File: src/rtl/ad7265_pkg.sv
// AD7265 responder: shared types, sizes and slot helper.
// Used by the emulator top and its bench.
package ad7265_pkg;

  typedef enum logic [1:0] {IDLE, ACTIVE, TRAIL} state_t;

  localparam int N_CH   = 6;
  localparam int DATA_W = 12;
  localparam int IDX_W  = 5;
  localparam int CNT_W  = 8;

  localparam int DEF_LEAD_ZEROS = 2;
  localparam int DEF_FRAME_BITS = 16;
  localparam int DEF_MIN_FALLS  = 14;

  // Bit shown in slot idx: lead zeros, then D11..D0, then zeros.
  function automatic logic slot_bit(
    input logic [DATA_W-1:0] d,
    input logic [IDX_W-1:0]  idx,
    input int                lead
  );
    int k;
    logic [DATA_W-1:0] t;
    k = int'(idx) - lead;
    t = d << k;
    if (k >= 0 && k < DATA_W) return t[DATA_W-1];
    return 1'b0;
  endfunction

endpackage

File: src/rtl/sync_edge_det.sv
// Multi-flop synchronizer with single-clk rise/fall pulses.
// RST_VAL sets the level the chain assumes during reset.
module sync_edge_det #(
  parameter int   STAGES  = 2,
  parameter logic RST_VAL = 1'b0
) (
  input  logic clk,
  input  logic rst_n,
  input  logic d,
  output logic rise,
  output logic fall
);

  logic [STAGES-1:0] sr;
  logic              prev;

  always_ff @(posedge clk or negedge rst_n) begin
    if (!rst_n) begin
      sr   <= {STAGES{RST_VAL}};
      prev <= RST_VAL;
    end else begin
      sr   <= {sr[STAGES-2:0], d};
      prev <= sr[STAGES-1];
    end
  end

  assign rise = sr[STAGES-1] & ~prev;
  assign fall = ~sr[STAGES-1] & prev;

endmodule

File: src/rtl/ad7265_emu.sv
// AD7265 device emulator: serves register-file samples on adc_a/adc_b
// framed by adc_ncs and clocked out on adc_sclk falling edges.
module ad7265_emu
  import ad7265_pkg::*;
#(
  parameter int SYNC_STAGES    = 2,
  parameter int LEAD_ZEROS     = DEF_LEAD_ZEROS,
  parameter int FRAME_BITS     = DEF_FRAME_BITS,
  parameter int MIN_SCLK_FALLS = DEF_MIN_FALLS
) (
  input  logic              clk,
  input  logic              rst_n,
  input  logic              adc_sclk,
  input  logic              adc_ncs,
  input  logic [2:0]        adc_addr,
  input  logic              adc_rng,
  output logic              adc_a,
  output logic              adc_b,
  output logic              adc_oe,
  input  logic              wr_en,
  input  logic [2:0]        wr_addr,
  input  logic [DATA_W-1:0] wr_data_a,
  input  logic [DATA_W-1:0] wr_data_b,
  output logic              conv_done,
  output logic [2:0]        conv_ch,
  output logic              conv_rng,
  output logic [15:0]       conv_count,
  output logic              addr_err,
  input  logic              err_clr
);

  logic sclk_fall, unused_sclk_rise;
  logic ncs_fall, ncs_rise;

  sync_edge_det #(.STAGES(SYNC_STAGES), .RST_VAL(1'b1)) u_sclk (
    .clk  (clk),
    .rst_n(rst_n),
    .d    (adc_sclk),
    .rise (unused_sclk_rise),
    .fall (sclk_fall)
  );

  // Reset value 0: an ncs already low at release produces no fall.
  sync_edge_det #(.STAGES(SYNC_STAGES), .RST_VAL(1'b0)) u_ncs (
    .clk  (clk),
    .rst_n(rst_n),
    .d    (adc_ncs),
    .rise (ncs_rise),
    .fall (ncs_fall)
  );

  logic [SYNC_STAGES-1:0][2:0] addr_sr;
  logic [SYNC_STAGES-1:0]      rng_sr;

  always_ff @(posedge clk or negedge rst_n) begin
    if (!rst_n) begin
      addr_sr <= '0;
      rng_sr  <= '0;
    end else begin
      addr_sr <= {addr_sr[SYNC_STAGES-2:0], adc_addr};
      rng_sr  <= {rng_sr[SYNC_STAGES-2:0], adc_rng};
    end
  end

  logic [2:0] addr_s;
  logic       rng_s;
  assign addr_s = addr_sr[SYNC_STAGES-1];
  assign rng_s  = rng_sr[SYNC_STAGES-1];

  logic [DATA_W-1:0] regs_a [N_CH];
  logic [DATA_W-1:0] regs_b [N_CH];

  state_t            state;
  logic [2:0]        ch;
  logic              rng;
  logic [DATA_W-1:0] sa, sb;
  logic [IDX_W-1:0]  bit_idx;
  logic [CNT_W-1:0]  fall_cnt;

  logic              addr_ok, wr_ok;
  logic [DATA_W-1:0] snap_a, snap_b;
  logic [IDX_W-1:0]  nidx;
  logic              go_start, go_end, go_shift;

  assign addr_ok  = addr_s < 3'(N_CH);
  assign wr_ok    = wr_addr < 3'(N_CH);
  assign snap_a   = addr_ok ? regs_a[addr_s] : '0;
  assign snap_b   = addr_ok ? regs_b[addr_s] : '0;
  assign nidx     = bit_idx + 1'b1;
  assign go_start = (state == IDLE) && ncs_fall;
  assign go_end   = (state != IDLE) && ncs_rise;
  assign go_shift = (state == ACTIVE) && sclk_fall && !ncs_rise;

  always_ff @(posedge clk or negedge rst_n) begin
    if (!rst_n) begin
      for (int i = 0; i < N_CH; i++) begin
        regs_a[i] <= '0;
        regs_b[i] <= '0;
      end
    end else if (wr_en && wr_ok) begin
      regs_a[wr_addr] <= wr_data_a;
      regs_b[wr_addr] <= wr_data_b;
    end
  end

  always_ff @(posedge clk or negedge rst_n) begin
    if (!rst_n) begin
      state      <= IDLE;
      ch         <= '0;
      rng        <= 1'b0;
      sa         <= '0;
      sb         <= '0;
      bit_idx    <= '0;
      fall_cnt   <= '0;
      adc_a      <= 1'b0;
      adc_b      <= 1'b0;
      adc_oe     <= 1'b0;
      conv_done  <= 1'b0;
      conv_ch    <= '0;
      conv_rng   <= 1'b0;
      conv_count <= '0;
      addr_err   <= 1'b0;
    end else begin
      conv_done <= 1'b0;
      if (go_start && !addr_ok) addr_err <= 1'b1;
      else if (err_clr)         addr_err <= 1'b0;
      unique case (1'b1)
        go_start: begin
          state    <= ACTIVE;
          ch       <= addr_s;
          rng      <= rng_s;
          sa       <= snap_a;
          sb       <= snap_b;
          bit_idx  <= '0;
          fall_cnt <= '0;
          adc_oe   <= 1'b1;
          adc_a    <= slot_bit(snap_a, '0, LEAD_ZEROS);
          adc_b    <= slot_bit(snap_b, '0, LEAD_ZEROS);
        end
        go_end: begin
          state  <= IDLE;
          adc_oe <= 1'b0;
          adc_a  <= 1'b0;
          adc_b  <= 1'b0;
          if (fall_cnt >= CNT_W'(MIN_SCLK_FALLS)) begin
            conv_done  <= 1'b1;
            conv_ch    <= ch;
            conv_rng   <= rng;
            conv_count <= conv_count + 16'd1;
          end
        end
        go_shift: begin
          bit_idx <= nidx;
          if (fall_cnt != '1) fall_cnt <= fall_cnt + 1'b1;
          if (nidx == IDX_W'(FRAME_BITS)) begin
            state <= TRAIL;
            adc_a <= 1'b0;
            adc_b <= 1'b0;
          end else begin
            adc_a <= slot_bit(sa, nidx, LEAD_ZEROS);
            adc_b <= slot_bit(sb, nidx, LEAD_ZEROS);
          end
        end
        default: ;
      endcase
    end
  end

endmodule

File: config.mk
export PLATFORM = sky130hd
export DESIGN_NAME = ad7265_emu
export DESIGN_NICKNAME = d
export VERILOG_FILES = /design/src/rtl/ad7265_pkg.sv /design/src/rtl/sync_edge_det.sv /design/src/rtl/ad7265_emu.sv
export SDC_FILE = /design/constraint.sdc
export NUM_CORES = 1
export LEC_CHECK = 0
export ABC_AREA = 1
export BUFFER_PORTS_ARGS = -buffer_cell sky130_fd_sc_hd__buf_2
export CAP_MARGIN = 20
export CORE_AREA = 5 5 142 144
export CTS_CLUSTER_DIAMETER = 200
export DETAILED_ROUTE_END_ITERATION = 16
export DIE_AREA = 0 0 147 149
export GPL_TIMING_DRIVEN = 1
export PLACE_DENSITY = 0.8
export SYNTH_ARGS = -nofsm -noshare
export SYNTH_HDL_FRONTEND = slang
export SYNTH_SLANG_ARGS = --single-unit
File: constraint.sdc
create_clock -name clk -period 3.2 [get_ports clk]
set_input_delay 0.64 -clock clk [delete_from_list [all_inputs] [get_ports clk]]
set_output_delay 0.64 -clock clk [all_outputs]
set_load 0.02 [all_outputs]
== Yosys cells after proc, flatten, opt, wreduce, memory -nomap -nowiden ==
Cells that the tools add are included.

* Bits in registers: 226
* Input bits: 37
* Output and inout bits: 25
* Word-level logic and storage cells: 115

* Add/sub/neg operators: 4
* Magnitude comparators: 8
* Eq/ne operators: 5
* Shift-type cells: 2
* Mux-type cells: 33
* Bitwise logic cells: 8
* Reduce and logical (&&, ||, !) cells: 21

{| class="wikitable"
|+ Operators with widths
! operator !! number
|-
| 72-bit bitwise mux || 2
|-
| 12-bit two-way mux || 7
|-
| 12-bit binary-select mux with 3-bit select || 2
|-
| 12-bit by 32-bit << shifter with 12-bit output || 2
|-
| 12-bit demux with 3-bit select || 1
|-
| 16-bit by 1-bit adder with 16-bit output (second input constant) || 1
|-
| 8-bit case mux with 2 select lines || 1
|-
| 1-bit two-way mux || 13
|-
| 5-bit case mux with 2 select lines || 1
|-
| 2-bit nonzero test || 5
|-
| 8-bit by 1-bit adder with 8-bit output (second input constant) || 1
|-
| 4-bit greater-or-equal comparator (second input constant) || 2
|-
| 8-bit by 4-bit greater-or-equal comparator with 1-bit output (second input constant) || 1
|-
| 1-bit logical AND || 8
|-
| 8-bit two-way mux || 1
|-
| 8-bit inequality test (second input constant) || 1
|-
| 3-bit inverter with 4-bit output || 2
|-
| 6-bit by 1-bit greater-or-equal comparator with 1-bit output (second input constant) || 1
|-
| 3-bit less-than comparator (second input constant) || 2
|-
| 6-bit by 5-bit less-than comparator with 1-bit output (second input constant) || 1
|-
| 1-bit case mux with 2 select lines || 3
|-
| 2-bit case mux with 3 select lines || 1
|-
| 2-bit AND reduction || 3
|-
| 5-bit by 2-bit subtractor with 6-bit output (second input constant) || 1
|-
| 12 further kinds || 18
|}

== Logic depth before layout (Yosys ltp) ==
* Word-level depth: 10
* Depth in mapped cells: 13
* Mapped depth without buffers: 13

== Cells and area by module ==
From an unflattened synthesis, not the netlist that was laid out.

* Cells, all modules: 1167
* Area total of the unflattened synthesis: 10108.4 µm²

{| class="wikitable"
|+ Modules (own cells, without submodules)
! module !! times used !! cells an instance !! area an instance (µm²) !! seq. area each (µm²)
|-
| ad7265_emu || 1 || 1153 || 9924.5 || 5505.3
|-
| sync_edge_det at u_sclk || 1 || 7 || 93.8 || 78.8
|-
| sync_edge_det at u_ncs || 1 || 7 || 90.1 || 75.1
|}

== Least setup slack after synthesis ==
No wires, ideal clock.

* Path type: flip-flop to flip-flop
* Start point: reg bit_idx[1]
* End point: reg adc_b
* Setup time: 0.076 ns
* Arrival time: 1.637 ns
* Required time: 3.124 ns
* Slack: 1.487 ns
* Stages on the path, launching flop included: 14
* Path buffers: 0
* Period minus slack after synthesis: 1.713 ns
* Cell sequence: dfrtp_1 ha_1 nand2_1 inv_1 nor2_1 inv_1 ha_1 inv_1 nand3_1 nand2_1 nand2_1 nand2_1 nand2_1 o21ai_1

* Longest elaborated chain between the ends: 10
* Elaborated cells between the ends (all ways): 14
* Classes of those cells: add/sub (2); order compare (2); eq/ne (1); shift (1); mux (7); reduce/logical (1)

{| class="wikitable"
|+ RTL lines
! element !! RTL line !! text
|-
| start: declaration || ad7265_emu.sv:77 || <nowiki>logic [IDX_W-1:0] bit_idx;</nowiki>
|-
| start signal: assignment || ad7265_emu.sv:153 || <nowiki>bit_idx <= nidx;</nowiki>
|-
| 5-bit by 1-bit adder with 5-bit output * || ad7265_emu.sv:89 || <nowiki>assign nidx = bit_idx + 1'b1;</nowiki>
|-
| 5-bit by 2-bit subtractor with 6-bit output || ad7265_pkg.sv:24 || <nowiki>k = int'(idx) - lead;</nowiki>
|-
| 6-bit by 1-bit greater-or-equal comparator with 1-bit output / 6-bit by 5-bit less-than comparator with 1-bit output (equally long branches) || ad7265_pkg.sv:26 || <nowiki>if (k >= 0 && k < DATA_W) return t[DATA_W-1];</nowiki>
|-
| 1-bit logical AND || ad7265_pkg.sv:26 ||
|-
| 1-bit two-way mux || ad7265_pkg.sv:26 ||
|-
| 1-bit two-way mux || ad7265_emu.sv:155 || <nowiki>if (nidx == IDX_W'(FRAME_BITS)) begin</nowiki>
|-
| 1-bit two-way mux || ad7265_emu.sv:127 || <nowiki>unique case (1'b1)</nowiki>
|-
| 1-bit two-way mux || ad7265_pkg.sv:27 || <nowiki>return 1'b0;</nowiki>
|-
| 1-bit two-way mux * || ad7265_emu.sv:155 ||
|-
| 1-bit case mux with 2 select lines * || ad7265_emu.sv:127 ||
|-
| end signal: assignment || ad7265_emu.sv:138 || <nowiki>adc_b <= slot_bit(snap_b, '0, LEAD_ZEROS);</nowiki>
|-
| end signal: assignment || ad7265_emu.sv:161 || <nowiki>adc_b <= slot_bit(sb, nidx, LEAD_ZEROS);</nowiki>
|-
| end: declaration || ad7265_emu.sv:18 || <nowiki>output logic adc_b,</nowiki>
|}

Every way passes the cells marked *; elsewhere a longest branch is shown, timed or not. The select of a mux whose other input is x is not followed.
A chain may end at the register's enable or synchronous reset.

== Final worst setup path ==
* Start point: reg bit_idx[0]
* End point: reg adc_b

The elaborated chain is that of the path after synthesis.

==> impl_metrics.tcl <==
set metrics [dict create \
    r2r_start "bit_idx[0]" \
    drt_pass1_iterations 7 \
    ys_ff_latch 226 \
    cts.sinks 226 \
    gr-total-overflow 0 \
    synth-edff-count 0 \
    vias 8017 \
    hold_violations 0 \
    fin_setup_tns_ns 0 \
    seq_area_um2 5660 \
    rsz0062_at_grt "false" \
    io_buffers 61 \
    leakage_uw 0.00542 \
    netlist_instances 1149 \
    root_buffer "clkbuf_16" \
    start_util_pct 54.0 \
    synth-compound-area-share_pct 16.7 \
    fin_crit_ns 2.23 \
    yosys_warnings 0 \
    core_um2 18600 \
    syn_nets 1192 \
    r2r-end "adc_b" \
    maxCapViolations 0 \
    avgSynthCellArea_um2 8.72 \
    relSlewSlack_pct 52.0 \
    final_nets 1231 \
    reg2reg_depth 13 \
    insertion_delay_ns 0.52 \
    yosysMostFrequentCell "nand2_1" \
    power_uw 8260 \
    drc 0 \
    finalMaxSlewViolations 0 \
    diodes 0 \
    synthTopCellsByArea "dfrtp_1 56%, o21ai_0 12%, nand2_1 11%" \
    drtAntennaViolNets 0 \
    synth_top_area_share_pct 55.7 \
    arrival_ns 2.66 \
    via_per_inst 5.56 \
    synth_top_area_cell "dfrtp_1" \
    setup_viol 0 \
    seq_area_frac_synth_pct 56.5 \
    num_rows 50 \
    dp_hpwl_um 13900 \
    cts_tree "built" \
    synthTopCellsByCount "304 x nand2_1, 232 x o21ai_0, 223 x dfrtp_1, 96 x nor2_1, 67 x inv_1" \
    hold_buffers 0 \
    postPlaceCellArea_um2 10500 \
    drive_gt1_share_pct 12.3 \
    status "completed" \
    cts-resized-gates 0 \
    synthFlopType "dfrtp_1" \
    critPathLaunch "bit_idx[0]" \
    synthMuxAreaShare_pct 0 \
    synth_xor_xnor_area_share_pct 1.40 \
    gp_congestion 0.889 \
    yosys.area_share.simple_pct 19.0 \
    synth_adder_area_share_pct 0.749 \
    worstPathRequired_ns 3.63 \
    min_path_type "input pin to async pin" \
    tightest_slew_ns 0.720 \
    max_freq_mhz 448 \
    irDropWorstVdd_uv 465 \
    postLayoutCellArea_um2 11400 \
    endpoint "adc_b" \
    path_max_fanout 18 \
    start_kind "register" \
    post_cts_buffers 0 \
    multiInputGateArea_um2 3790 \
    die_h_um 149 \
    grt_pass1_vias 7902 \
    drt_iter0_drc 691 \
    cts_buffer_depth 3 \
    fill_cells 1515 \
    die_width_um 147 \
    grtUsageTotal_pct 21.0 \
    drt-total-wl_um 22700 \
    period_share_pct 69.7 \
    async_reset_ff_share_pct 100 \
    synth_cell_types 39 \
    dieArea_um2 21900 \
    cts_inserted_buffers 25 \
    grt_max_degree 80 \
    grt_pass1_wl_um 38800 \
    synth_top_family_by_area "simple AND/OR/NAND/NOR gates" \
    htreeDepth 1 \
    worst_clock_skew_ns 0.0129 \
    wl_per_cell_um 15.8 \
    worstSetupPathType "register to register" \
    area_growth_pct 13.6 \
    clk_pin_slew_ns 0.06 \
    ff2ff_setup_slack_ns 0.97 \
    p_per_area_nw_per_um2 725 \
    cp-end-kind "register" \
    grt_antenna_before_repair 0 \
    ios 62 \
    syn_area_um2 10000 \
]
[cell families after synthesis]
kind of cell | count (synthesis)
adder cells (fa/ha/maj) | 6
XOR/XNOR | 16
flip-flops | 226
AND/OR/NAND/NOR | 461
buffers and inverters | 138
AO/OA/AOI/OAI | 302
[cell type report]
type	instances	share of cell area, %
flip-flops and latches	226	49.7
multi-input cells	785	33.3
clock buffers	36	6.47
repair buffers	78	4.22
well taps	234	2.57
inverters	72	2.39
clock inverters	10	1.37
[power by group]
group / leakage [µW] / total (µW) / switching (µW) / internal [µW]
combinational: 0.00210 / 1430 / 874 / 559
sequential: 0.00288 / 3780 / 369 / 3410
clock: 0.000440 / 3050 / 1130 / 1920
total: 0.00542 / 8260 / 2370 / 5890
[placed cells by master (no fill, tap or decap), types with 7 or more instances in the layout]
master / n
clkbuf_8: 7
clkbuf_16: 25
nand3_1: 31
dfrtp_1: 222
inv_1: 67
o311ai_1: 24
nor2_1: 96
nand2_1: 304
buf_2: 60
xor2_1: 10
o22ai_1: 28
buf_4: 14
o21ai_0: 232
[state kept, by name (all words and copies together), names as in the netlist, 2 cells and up]
name,flops
bit_idx,5
regs_b,72
regs_a,72
ch,3
sb,12
sa,12
conv_ch,3
u_sclk.sr,2
u_ncs.sr,2
conv_count,16
addr_s,3
addr_sr,3
state,2
fall_cnt,8
rng_sr,2
[critical path, cell delays in order (launching register included)]
cell     delay (ns)
dfrtp_1        0.58
ha_1           0.33
nand2_1        0.08
inv_1          0.07
nor2_1         0.12
inv_1          0.08
ha_1           0.33
inv_1          0.12
nand3_1        0.08
nand2_1        0.07
nand2_1        0.05
nand2_1        0.06
nand2_1        0.05
o21ai_1        0.12
[routing by layer]
| metal | routed length, µm | part of all wire [%] | GRT usage [%] | vias up |
|---|---|---|---|---|
| met5 | 0 | 0 | 0 | - |
| met4 | 416 | 1.8 | 5.27 | 0 |
| met3 | 1230 | 5.4 | 3.56 | 37 |
| met2 | 10700 | 47 | 34.5 | 241 |
| met1 | 10300 | 45 | 29.5 | 3852 |
| li1 | - | - | - | 3887 |
[worst min-delay path by stage]
stage               cells after the start  slack [ns]       endpoint
CTS                                     1        0.12  conv_count[7]
floorplan                               0        0.33      addr_s[0]
global route                            1        0.14  conv_count[9]
detailed placement                      0        0.34      addr_s[1]
finish                                  1        0.08  conv_count[7]
global placement                        0        0.33      addr_s[0]
[per-stage QoR]
stage | worst slack [ns] | instances | utilization, % | hold WS, ns
after CTS | 0.978 | 1441 | 61.3 | 0.116
after global routing | 0.703 | 1441 | 61.3 | 0.137
after global placement | 1.09 | 1395 | 56.5 | 0.335
final | 0.970 | 1441 | 61.3 | 0.0833
after floorplan | 1.49 | 1149 | - | 0.331
after detailed placement | 1.00 | 1395 | 56.5 | 0.336
No activity file was read; power rests on OpenSTA's default activity.
